[config.mk]
export PLATFORM = sky130hd
export DESIGN_NAME = ccu_clk_slice_ctrl
export DESIGN_NICKNAME = d
export VERILOG_FILES = /design/src/rtl/ccu_clk_slice_ctrl.sv
export SDC_FILE = /design/constraint.sdc
export NUM_CORES = 1
export LEC_CHECK = 0
export CELL_PAD_IN_SITES_DETAIL_PLACEMENT = 0
export CELL_PAD_IN_SITES_GLOBAL_PLACEMENT = 2
export CORE_MARGIN = 1.5
export CORE_UTILIZATION = 37
export CTS_BUF_LIST = sky130_fd_sc_hd__clkbuf_4 sky130_fd_sc_hd__clkbuf_8 sky130_fd_sc_hd__clkbuf_16
export CTS_CLUSTER_SIZE = 10
export DETAILED_ROUTE_END_ITERATION = 6
export MAX_ROUTING_LAYER = met4
export PLACE_DENSITY = 0.9
export SLEW_MARGIN = 20
export SYNTH_ARGS = -nofsm -noshare
export SYNTH_HDL_FRONTEND = slang
export SYNTH_SLANG_ARGS = --single-unit
[constraint.sdc]
create_clock -name clk -period 1.9 [get_ports clk]
set_input_delay 0.475 -clock clk [delete_from_list [all_inputs] [get_ports clk]]
set_output_delay 0.475 -clock clk [all_outputs]
set_load 0.01 [all_outputs]
[src/rtl/ccu_clk_slice_ctrl.sv]
// rtl/ccu_clk_slice_ctrl.sv - per-slice clock req/ack handshake with ramp delays, divided clock enable and sticky protocol errors
module ccu_clk_slice_ctrl #(
    parameter int NUM_SLICES = 4,
    parameter int DLYW       = 6,
    parameter int DIVW       = 4
) (
    input  logic                       clk,
    input  logic                       rst_b,
    input  logic [NUM_SLICES-1:0]      clk_req,
    input  logic [DLYW-1:0]            cfg_up_dly,
    input  logic [DLYW-1:0]            cfg_dn_dly,
    input  logic [NUM_SLICES*DIVW-1:0] cfg_div,
    input  logic                       err_clr,
    output logic [NUM_SLICES-1:0]      clk_ack,
    output logic [NUM_SLICES-1:0]      clk_en,
    output logic [NUM_SLICES-1:0]      slice_busy,
    output logic [NUM_SLICES-1:0]      err_protocol
);

    typedef enum logic [1:0] {
        S_OFF     = 2'd0,
        S_UP_WAIT = 2'd1,
        S_ON      = 2'd2,
        S_DN_WAIT = 2'd3
    } state_e;

    localparam logic [DLYW-1:0] DLY_ONE = DLYW'(1);
    localparam logic [DIVW-1:0] DIV_ONE = DIVW'(1);

    for (genvar i = 0; i < NUM_SLICES; i++) begin : g_slice
        state_e          state_q, state_d;
        logic [DLYW-1:0] dly_q, dly_d;
        logic [DIVW-1:0] div_cnt_q, div_cnt_d;
        logic [DIVW-1:0] div_q, div_d;
        logic            ack_q, ack_d;
        logic            en_q, en_d;
        logic            busy_q, busy_d;
        logic            err_q, err_d;
        logic            err_set;
        logic [DIVW-1:0] div_field;

        assign div_field = cfg_div[i*DIVW +: DIVW];

        always_comb begin
            state_d   = state_q;
            dly_d     = dly_q;
            div_cnt_d = div_cnt_q;
            div_d     = div_q;
            ack_d     = ack_q;
            en_d      = en_q;
            err_set   = 1'b0;
            case (state_q)
                S_OFF: begin
                    if (clk_req[i]) begin
                        state_d = S_UP_WAIT;
                        dly_d   = cfg_up_dly;
                    end
                end
                S_UP_WAIT: begin
                    // A dropped request is flagged but the ramp still completes.
                    err_set = ~clk_req[i];
                    if (dly_q == '0) begin
                        state_d   = S_ON;
                        ack_d     = 1'b1;
                        en_d      = 1'b1;
                        div_cnt_d = '0;
                        div_d     = div_field;
                    end else begin
                        dly_d = dly_q - DLY_ONE;
                    end
                end
                S_ON: begin
                    if (!clk_req[i]) begin
                        state_d = S_DN_WAIT;
                        dly_d   = cfg_dn_dly;
                        en_d    = 1'b0;
                    end else if (div_cnt_q == div_q) begin
                        // Ratio changes are only picked up at the period boundary.
                        div_cnt_d = '0;
                        div_d     = div_field;
                        en_d      = 1'b1;
                    end else begin
                        div_cnt_d = div_cnt_q + DIV_ONE;
                        en_d      = 1'b0;
                    end
                end
                S_DN_WAIT: begin
                    err_set = clk_req[i];
                    if (dly_q == '0) begin
                        state_d = S_OFF;
                        ack_d   = 1'b0;
                    end else begin
                        dly_d = dly_q - DLY_ONE;
                    end
                end
                default: begin
                    state_d = S_OFF;
                    ack_d   = 1'b0;
                    en_d    = 1'b0;
                end
            endcase
            busy_d = (state_d == S_UP_WAIT) || (state_d == S_DN_WAIT);
            err_d  = err_set | (err_q & ~err_clr);
        end

        always_ff @(posedge clk or negedge rst_b) begin
            if (!rst_b) begin
                state_q   <= S_OFF;
                dly_q     <= '0;
                div_cnt_q <= '0;
                div_q     <= '0;
                ack_q     <= 1'b0;
                en_q      <= 1'b0;
                busy_q    <= 1'b0;
                err_q     <= 1'b0;
            end else begin
                state_q   <= state_d;
                dly_q     <= dly_d;
                div_cnt_q <= div_cnt_d;
                div_q     <= div_d;
                ack_q     <= ack_d;
                en_q      <= en_d;
                busy_q    <= busy_d;
                err_q     <= err_d;
            end
        end

        assign clk_ack[i]      = ack_q;
        assign clk_en[i]       = en_q;
        assign slice_busy[i]   = busy_q;
        assign err_protocol[i] = err_q;
    end

endmodule

==> results.txt, run 1 <==
The run finished with clean final reports. The number of different library cells in the post-synthesis netlist is 64. STA classifies the critical path endpoint as a flip-flop.

Setup violations remaining at the end of the flow were counted as 0. The via count of the first global-routing pass is 3,635. The clock sink total came out at 79. The worst path setup slack after routing came out at 0.115 ns. The final RePlAce weighted congestion is 0.839.

The remaining antenna violation count is 0. The vertical die dimension came out at 116 um. Synthesis produced a netlist with a net count of 509. The async set-or-reset flop fraction in the synthesized netlist is 1.00. The number of gates given a new drive strength after cts is 0. The final wirelength came out at 10.8 mm. The number of placed instances, taps included came out at 686. The quantity of I/O buffers inserted on ports is 50.

The placed wire-length estimate is 8.10 mm. The global-route total usage across every layer came out at 0.180. Before CTS, the worst setup slack after placement is -0.0830 ns. After technology mapping, the gate count stands at 463. The iteration count of the initial detailed-routing pass came out at 4. Of the cells placed in the final design, the portion with a size suffix greater than 1 is 0.166.

The clock input transition at the sequential cells of the worst setup and hold paths is 0.06 ns. Setup repair after global routing left no endpoint under its margin. Dividing the final minimum period by the clock period gives 0.939. The worst-case clock buffer depth came out at 2. The peak supply drop came out at 0.000508 V. The top fanout value on the critical path came out at 4. The number of vias per cell after detailed routing is 5.09.

The min-delay analysis places its worst path in the category input port to async pin. 0 antenna diodes ended up in the layout. Data on the critical path is required at its endpoint by 2.13 ns. STA classifies the critical path startpoint as a flip-flop. The latest clock arrival within the worst-skew pair is 0.35 ns.

The post-route minimum period came out at 1.78 ns. The post-synthesis instance area is 4760 um2. In the post-synthesis netlist, the biggest area contributors are sky130_fd_sc_hd__dfrtp_1, sky130_fd_sc_hd__mux2i_1, sky130_fd_sc_hd__xor2_1. The cell type with the highest aggregate area in the netlist is sky130_fd_sc_hd__dfrtp_1. During I/O placement, the number of pins put on the boundary was 51. The total grt overflow came out at 0. The count of non-filler cells in the finished layout is 702. The proportion of netlist area held by the largest area contributor is 0.415. The number of H-tree levels came out at 3.

The data arrival time at the worst-slack endpoint is 2.01 ns. The DRC violation count after routing is 0. The number of violations reported at the end of detailed-routing iteration 0 is 156.

The number of buffers added for setup after CTS is 0. TritonCTS built the clock tree. The placeable core region is 12,600 um2. At the end of the flow the core is filled with cells to 0.466. The number of antenna violations at the first check in global routing is 0.

In this run the static leakage power is 2.63 nW. For the pin with the worst max-slew slack, the measured transition is 0.508 ns. The cell sitting at the root of the clock tree is a sky130_fd_sc_hd__clkbuf_16. The number of nets in the layout came out at 571. The flop-to-flop setup slack came out at 0.12 ns. The part of the Yosys area used for sequential elements is 0.415. Summing over every cut layer, the via total after detailed routing is 3,574. The clock arrives with 0.00360 ns of skew. For this run, the number of Yosys warnings is 0. The first global-routing pass estimated 17.9 mm of wire. In the final layout, flip-flops and latches occupy 1980 um2.

The multi-input gate area in the final layout is 2480 um2. The power density relative to cell area came out at 1440 nW/um2. The hold violation total from the final report came out at 0. The number of max-cap violations is 0. The area added between synthesis and finish is 22.8%. The average instance in the mapped netlist occupies 10.3 um2.

The startpoint of the most critical register-to-register path is g_slice[2].dly_q[0]. The number of fill cells is 1,191. The final worst hold slack came out at 0.0948 ns.

The number of buffers added by the clock tree synthesis step came out at 9. The number of core rows came out at 41. The kind of critical path is flip-flop to flip-flop. The number of pins exceeding their max-slew limit in the final report came out at 0. The number of synthesized register bits is 79. The commonest cells after synthesis are sky130_fd_sc_hd__dfrtp_1, sky130_fd_sc_hd__nand2_1, sky130_fd_sc_hd__mux2i_1. The initial core utilization came out at 0.379. In the final routed layout, each cell accounts on average for 15.3 um. The critical path starts at g_slice[2].dly_q[0]. Yosys instantiated no cell more often than sky130_fd_sc_hd__dfrtp_1. The maximum number of pins on one net before global-route repair is 36. The number of synthesized flops with an enable pin came out at 0. The maximum clock frequency came out at 0.560 GHz. The worst relative slew slack is 0.661. From left edge to right edge, the die measures 116 um.

The quantity of hold-fixing buffers added after cts came out at 0. The floorplan step defined a die boundary enclosing 13,600 um2. For this run, the leading register cell type out of synthesis is sky130_fd_sc_hd__dfrtp_1.
==> cell families (layout without fill, tap and decap cells) <==
kind of cell             after synthesis  count (layout)  synth area share
AO/OA/AOI/OAI                         89              89             0.141
XOR/XNOR                              33              33            0.0607
adder cells (fa/ha/maj)               11              11            0.0289
buffers and inverters                 58             125            0.0644
flip-flops                            79              79             0.415
multiplexers                          50              50             0.118
AND/OR/NAND/NOR                      143             143             0.173
==> per-stage QoR <==
step                      TNS (ns)  area, um2  total power, mW
after CTS                        0       5850             8.56
after global routing             0       5850             9.14
after floorplan                  0       4760             5.67
after global placement     -0.0703       5550             6.62
after detailed placement    -0.418       5550             6.75
final                            0       5850             8.45
==> layout make-up <==
class | count | share of cell area
Clock inverter | 4 | 0.00770
Multi-Input combinational cell | 326 | 0.424
Clock buffer | 12 | 0.0434
Timing Repair Buffer | 86 | 0.136
Tap cell | 172 | 0.0368
Inverter | 23 | 0.0148
Sequential cell | 79 | 0.338
==> metal layers <==
| metal | share of wire | vias up | wire [um] | track usage |
|---|---|---|---|---|
| li1 | - | 1766 | - | - |
| met1 | 0.45 | 1729 | 4870 | 0.219 |
| met2 | 0.49 | 63 | 5240 | 0.291 |
| met3 | 0.038 | 16 | 409 | 0.0389 |
| met4 | 0.023 | 0 | 246 | 0.0740 |
| met5 | 0 | - | 0 | - |
==> state kept, by name, summed over array words and instances (netlist names) <==
register / cells
g_slice.div_cnt_q: 16
g_slice.state_q: 7
g_slice.div_q: 16
g_slice.err_q: 4
g_slice.dly_q: 24
g_slice.en_q: 4
g_slice.busy_q: 4
g_slice.ack_q: 4
==> worst paths after layout <==
kind,endpoint,depth (start not counted)
min,g_slice[2].ack_q,1
max,g_slice[2].dly_q[0],5
max reg2reg,g_slice[2].dly_q[0],5
max in group asynchronous,g_slice[1].dly_q[1],2
min in group clk,g_slice[1].ack_q,2
min reg2reg,g_slice[1].ack_q,2
==> worst max-delay path, cell delays in order, from the launching register on <==
cell,delay [ns]
sky130_fd_sc_hd__dfrtp_1,0.38
sky130_fd_sc_hd__inv_1,0.12
sky130_fd_sc_hd__ha_1,0.18
sky130_fd_sc_hd__nand4bb_1,0.20
sky130_fd_sc_hd__or3_1,0.42
sky130_fd_sc_hd__a311o_1,0.37
==> power breakdown <==
group / total [mW] / switching (mW) / internal, mW / leakage [nW]
Clock: 1.76 / 0.686 / 1.08 / 0.153
Sequential: 3.06 / 0.695 / 2.36 / 0.947
Combinational: 3.63 / 1.73 / 1.90 / 1.53
Total: 8.45 / 3.11 / 5.34 / 2.63
==> cells in the final DEF, fill, tap and decap left out, types with 11 or more instances in the layout <==
master and count:
sky130_fd_sc_hd__dfrtp_1 79, sky130_fd_sc_hd__clkdlybuf4s50_1 49, sky130_fd_sc_hd__nand2_1 46, sky130_fd_sc_hd__buf_4 35, sky130_fd_sc_hd__mux2i_1 26, sky130_fd_sc_hd__inv_1 23, sky130_fd_sc_hd__xor2_1 22, sky130_fd_sc_hd__nor2_1 19
sky130_fd_sc_hd__o21ai_0 16, sky130_fd_sc_hd__mux2_2 12, sky130_fd_sc_hd__xnor2_1 11, sky130_fd_sc_hd__a21oi_1 11, sky130_fd_sc_hd__nand2b_1 11, sky130_fd_sc_hd__ha_1 11
No activity file was read; power rests on OpenSTA's default activity.
==> run 2, diff against run 1 <==
- CORE_ASPECT_RATIO: default -> 0.5
- CORE_UTILIZATION: 37 -> 30
- HOLD_SLACK_MARGIN: default -> 0.1
- PLACE_DENSITY: 0.9 -> 0.77
==> results.txt, run 2 (synthesis results as in run 1) <==
The number of stages on the worst hold path is 2. Largest registers: g_slice.dly_q (24), g_slice.div_cnt_q (16), g_slice.div_q (16) (unchanged). The number of core rows was 32 (was 41). The number of antenna violations at the first check in global routing is 0 (unchanged). The number of buffer and inverter stages on the critical path came out at 1 (unchanged). The final cycle utilization of the critical path came to 0.936 (was 0.939). The worst hold path terminates at g_slice[1].ack_q.

The most common cell after layout, fill and taps aside is sky130_fd_sc_hd__dfrtp_1 (unchanged). The number of pins exceeding their max-slew limit in the final report came out at 0 (unchanged). The final RePlAce weighted congestion is 0.805 (was 0.839). The number of max-cap violations is 0 (unchanged). The endpoint of the worst-slack reg-to-reg timing path was g_slice[2].div_q[2] (was g_slice[2].dly_q[0]). The top fanout value on the critical path is 4 (unchanged). The flop-to-flop setup slack came to 0.12 ns (about the same). The final instance area came out at 5970 um2 (was 5850 um2).

The initial core utilization came out at 0.308 (was 0.379). The number of inserted diodes came to 0 (unchanged). The CTS tree is done (unchanged). The data required time at the worst endpoint came to 2.11 ns (was 2.13 ns). The flip-flop count of the largest register after layout is 24 (unchanged). The number of fill cells is 1,535 (was 1,191). The worst setup timing slack at the placement stage is -0.100 ns (was -0.0830 ns). The number of failing setup endpoints in the final timing report is 0 (unchanged). The post-place instance area came out at 5670 um2 (was 5550 um2). The total power was 8.49 mW (was 8.45 mW). The count of non-filler cells in the finished layout came out at 744 (was 702).

The post-route minimum period is 1.78 ns (about the same). The final worst hold slack is 0.475 ns (was 0.0948 ns). The number of vias per cell after detailed routing is 4.82 (was 5.09). The vertical die dimension was 92.1 um (was 116 um).

The number of buffers added for setup after CTS is 0 (unchanged). The data arrival time at the worst-slack endpoint is 1.99 ns (was 2.01 ns). The clock sink total is 79 (unchanged). The peak supply drop came out at 0.000572 V (was 0.000508 V).

The kind of critical path is flip-flop to flip-flop (unchanged). The total grt overflow came to 0 (unchanged). The transition time of the tightest slew-check pin is 0.425 ns (was 0.508 ns). The peak-usage layer in the global routing report is met2 (unchanged).

The met2 capacity usage during global routing is 0.216 (was 0.291). The met1 demand-to-capacity share in global routing was 0.209 (was 0.219). The iteration count of the initial detailed-routing pass came out at 4 (unchanged). The final clock skew is 0.00819 ns (was 0.00360 ns). The hold violation total from the final report is 0 (unchanged).

The peak per-stage delay on the critical path is 0.35 ns (was 0.42 ns). The number of H-tree levels is 3 (unchanged). The horizontal die dimension is 181 um (was 116 um). The number of buffers added by the clock tree synthesis step is 9 (unchanged). The number of top-level design ports is 51 (unchanged). The global-route total usage across every layer is 0.147 (was 0.180). The number of placed instances, taps included is 728 (was 686). RSZ-0062 raised after global routing: no (unchanged). The maximum number of pins on one net before global-route repair came out at 31 (was 36). The worst reg2reg path depth is 6 (was 5). The power density relative to cell area is 1420 nW/um2 (was 1440 nW/um2). The path class of the lowest-slack min-delay path is flip-flop to flip-flop (was input port to async pin). The met3 capacity usage during global routing is 0.0294 (was 0.0389). The clock input transition at the sequential cells of the worst setup and hold paths came to 0.06 ns (about the same). Cell chain of the critical path: inv_1 -> ha_1 -> and4bb_1 -> and3b_1 -> a31oi_4 -> mux2_1 (was inv_1 -> ha_1 -> nand4bb_1 -> or3_1 -> a311o_1). The average detailed-routed wire length per instance was 15.0 um (was 15.3 um). The multi-input gate area in the final layout was 2480 um2 (about the same). Run status: completed (unchanged). The startpoint of the most critical register-to-register path is g_slice[2].dly_q[0] (unchanged). The area occupied by registers is 1980 um2 (unchanged). The placeable core region came out at 15,500 um2 (was 12,600 um2).

The worst relative slew slack came out at 0.716 (was 0.661). The number of vias in the routed layout came out at 3,588 (was 3,574). The number of nets in the layout is 582 (was 571). The via count of the first global-routing pass is 3,624 (was 3,635). The placed wire-length estimate was 8.23 mm (was 8.10 mm). The worst-case clock buffer depth was 2 (unchanged). The remaining antenna violation count is 0 (unchanged). Most frequent cells in the layout: sky130_fd_sc_hd__dfrtp_1, sky130_fd_sc_hd__clkdlybuf4s50_1, sky130_fd_sc_hd__nand2_1 (unchanged).

The quantity of I/O buffers inserted on ports is 50 (unchanged). The cell with the biggest individual delay on the critical path is sky130_fd_sc_hd__mux2_1 (was sky130_fd_sc_hd__or3_1). The number of violations reported at the end of detailed-routing iteration 0 is 161 (was 156). The DRC violation count after routing is 0 (unchanged). The worst path setup slack after routing is 0.121 ns (was 0.115 ns). The register name with the most flops is g_slice.dly_q (unchanged). The largest delay contributor family on the critical path is simple AND/OR/NAND/NOR gates (unchanged). The leakage power total is 2.66 nW (was 2.63 nW).

The worst hold path startpoint is g_slice[1].ack_q. The sort of element at the start of the critical path was a flip-flop (unchanged). The maximum clock frequency is 0.562 GHz (was 0.560 GHz). The fraction of layout cells with a size suffix above 1 came out at 0.181 (was 0.166). The latest clock arrival within the worst-skew pair is 0.34 ns (was 0.35 ns).

The nature of the critical path endpoint is a flip-flop (unchanged). The final wirelength was 11.2 mm (was 10.8 mm). The area added between synthesis and finish came out at 25.3% (was 22.8%). The library cell used as clock root buffer is sky130_fd_sc_hd__clkbuf_16 (unchanged). The global-route wire length before repair is 18.9 mm (was 17.9 mm). The die area came out at 16,700 um2 (was 13,600 um2).
[run 2: metrics by stage]
stage | TNS [ns] | utilization
detailed placement | -0.904 | 0.367
CTS | 0 | 0.386
global placement | -0.273 | 0.367
floorplan | 0 | -
global route | 0 | 0.386
finish | 0 | 0.386
[run 2: how the worst max path moves through the flow]
stage               slack [ns]  cells after the start                  end           startpoint
floorplan                 0.19                      7  g_slice[3].div_q[0]  g_slice[3].dly_q[0]
global placement         -0.05                      4  g_slice[0].div_q[0]           clk_req[0]
detailed placement        -0.1                      4  g_slice[0].div_q[2]           clk_req[0]
CTS                       0.13                      6  g_slice[2].div_q[3]  g_slice[2].dly_q[0]
global route              0.04                      5  g_slice[2].dly_q[0]  g_slice[2].dly_q[0]
finish                    0.12                      6  g_slice[2].div_q[2]  g_slice[2].dly_q[0]
[run 2: what timing repair did]
item	4_1_cts	5_1_grt
gates resized for setup	0	1
endpoints found under the hold margin	22	0
hold buffers	1	0
setup endpoints to repair	0	1
[run 2: area by class of cell]
type / count / share of cell area
multi-input cells: 326 / 0.416
inverters: 23 / 0.0145
clock buffers: 9 / 0.0377
repair buffers: 97 / 0.147
clock inverters: 6 / 0.0105
flip-flops and latches: 79 / 0.331
well taps: 204 / 0.0428
[run 2: per-layer routing]
layer  up-vias  routed length (um)
li1       1786                   -
met1      1736                5870
met2        56                4850
met3        10                 337
met4         0                 102
met5         -                   0
[run 2: tightest hold or removal path, cell delays in order (launching register included)]
cell and delay, ns:
sky130_fd_sc_hd__dfrtp_1 0.34, sky130_fd_sc_hd__nand2_1 0.05, sky130_fd_sc_hd__nand2_1 0.05
[run 2: power by group]
part           internal (mW)  switching, mW  total (mW)  leakage, nW
Sequential              2.35          0.726        3.08        0.947
Clock                   1.01          0.724        1.73        0.133
Combinational           1.96           1.72        3.68         1.58
Total                   5.32           3.17        8.49         2.66
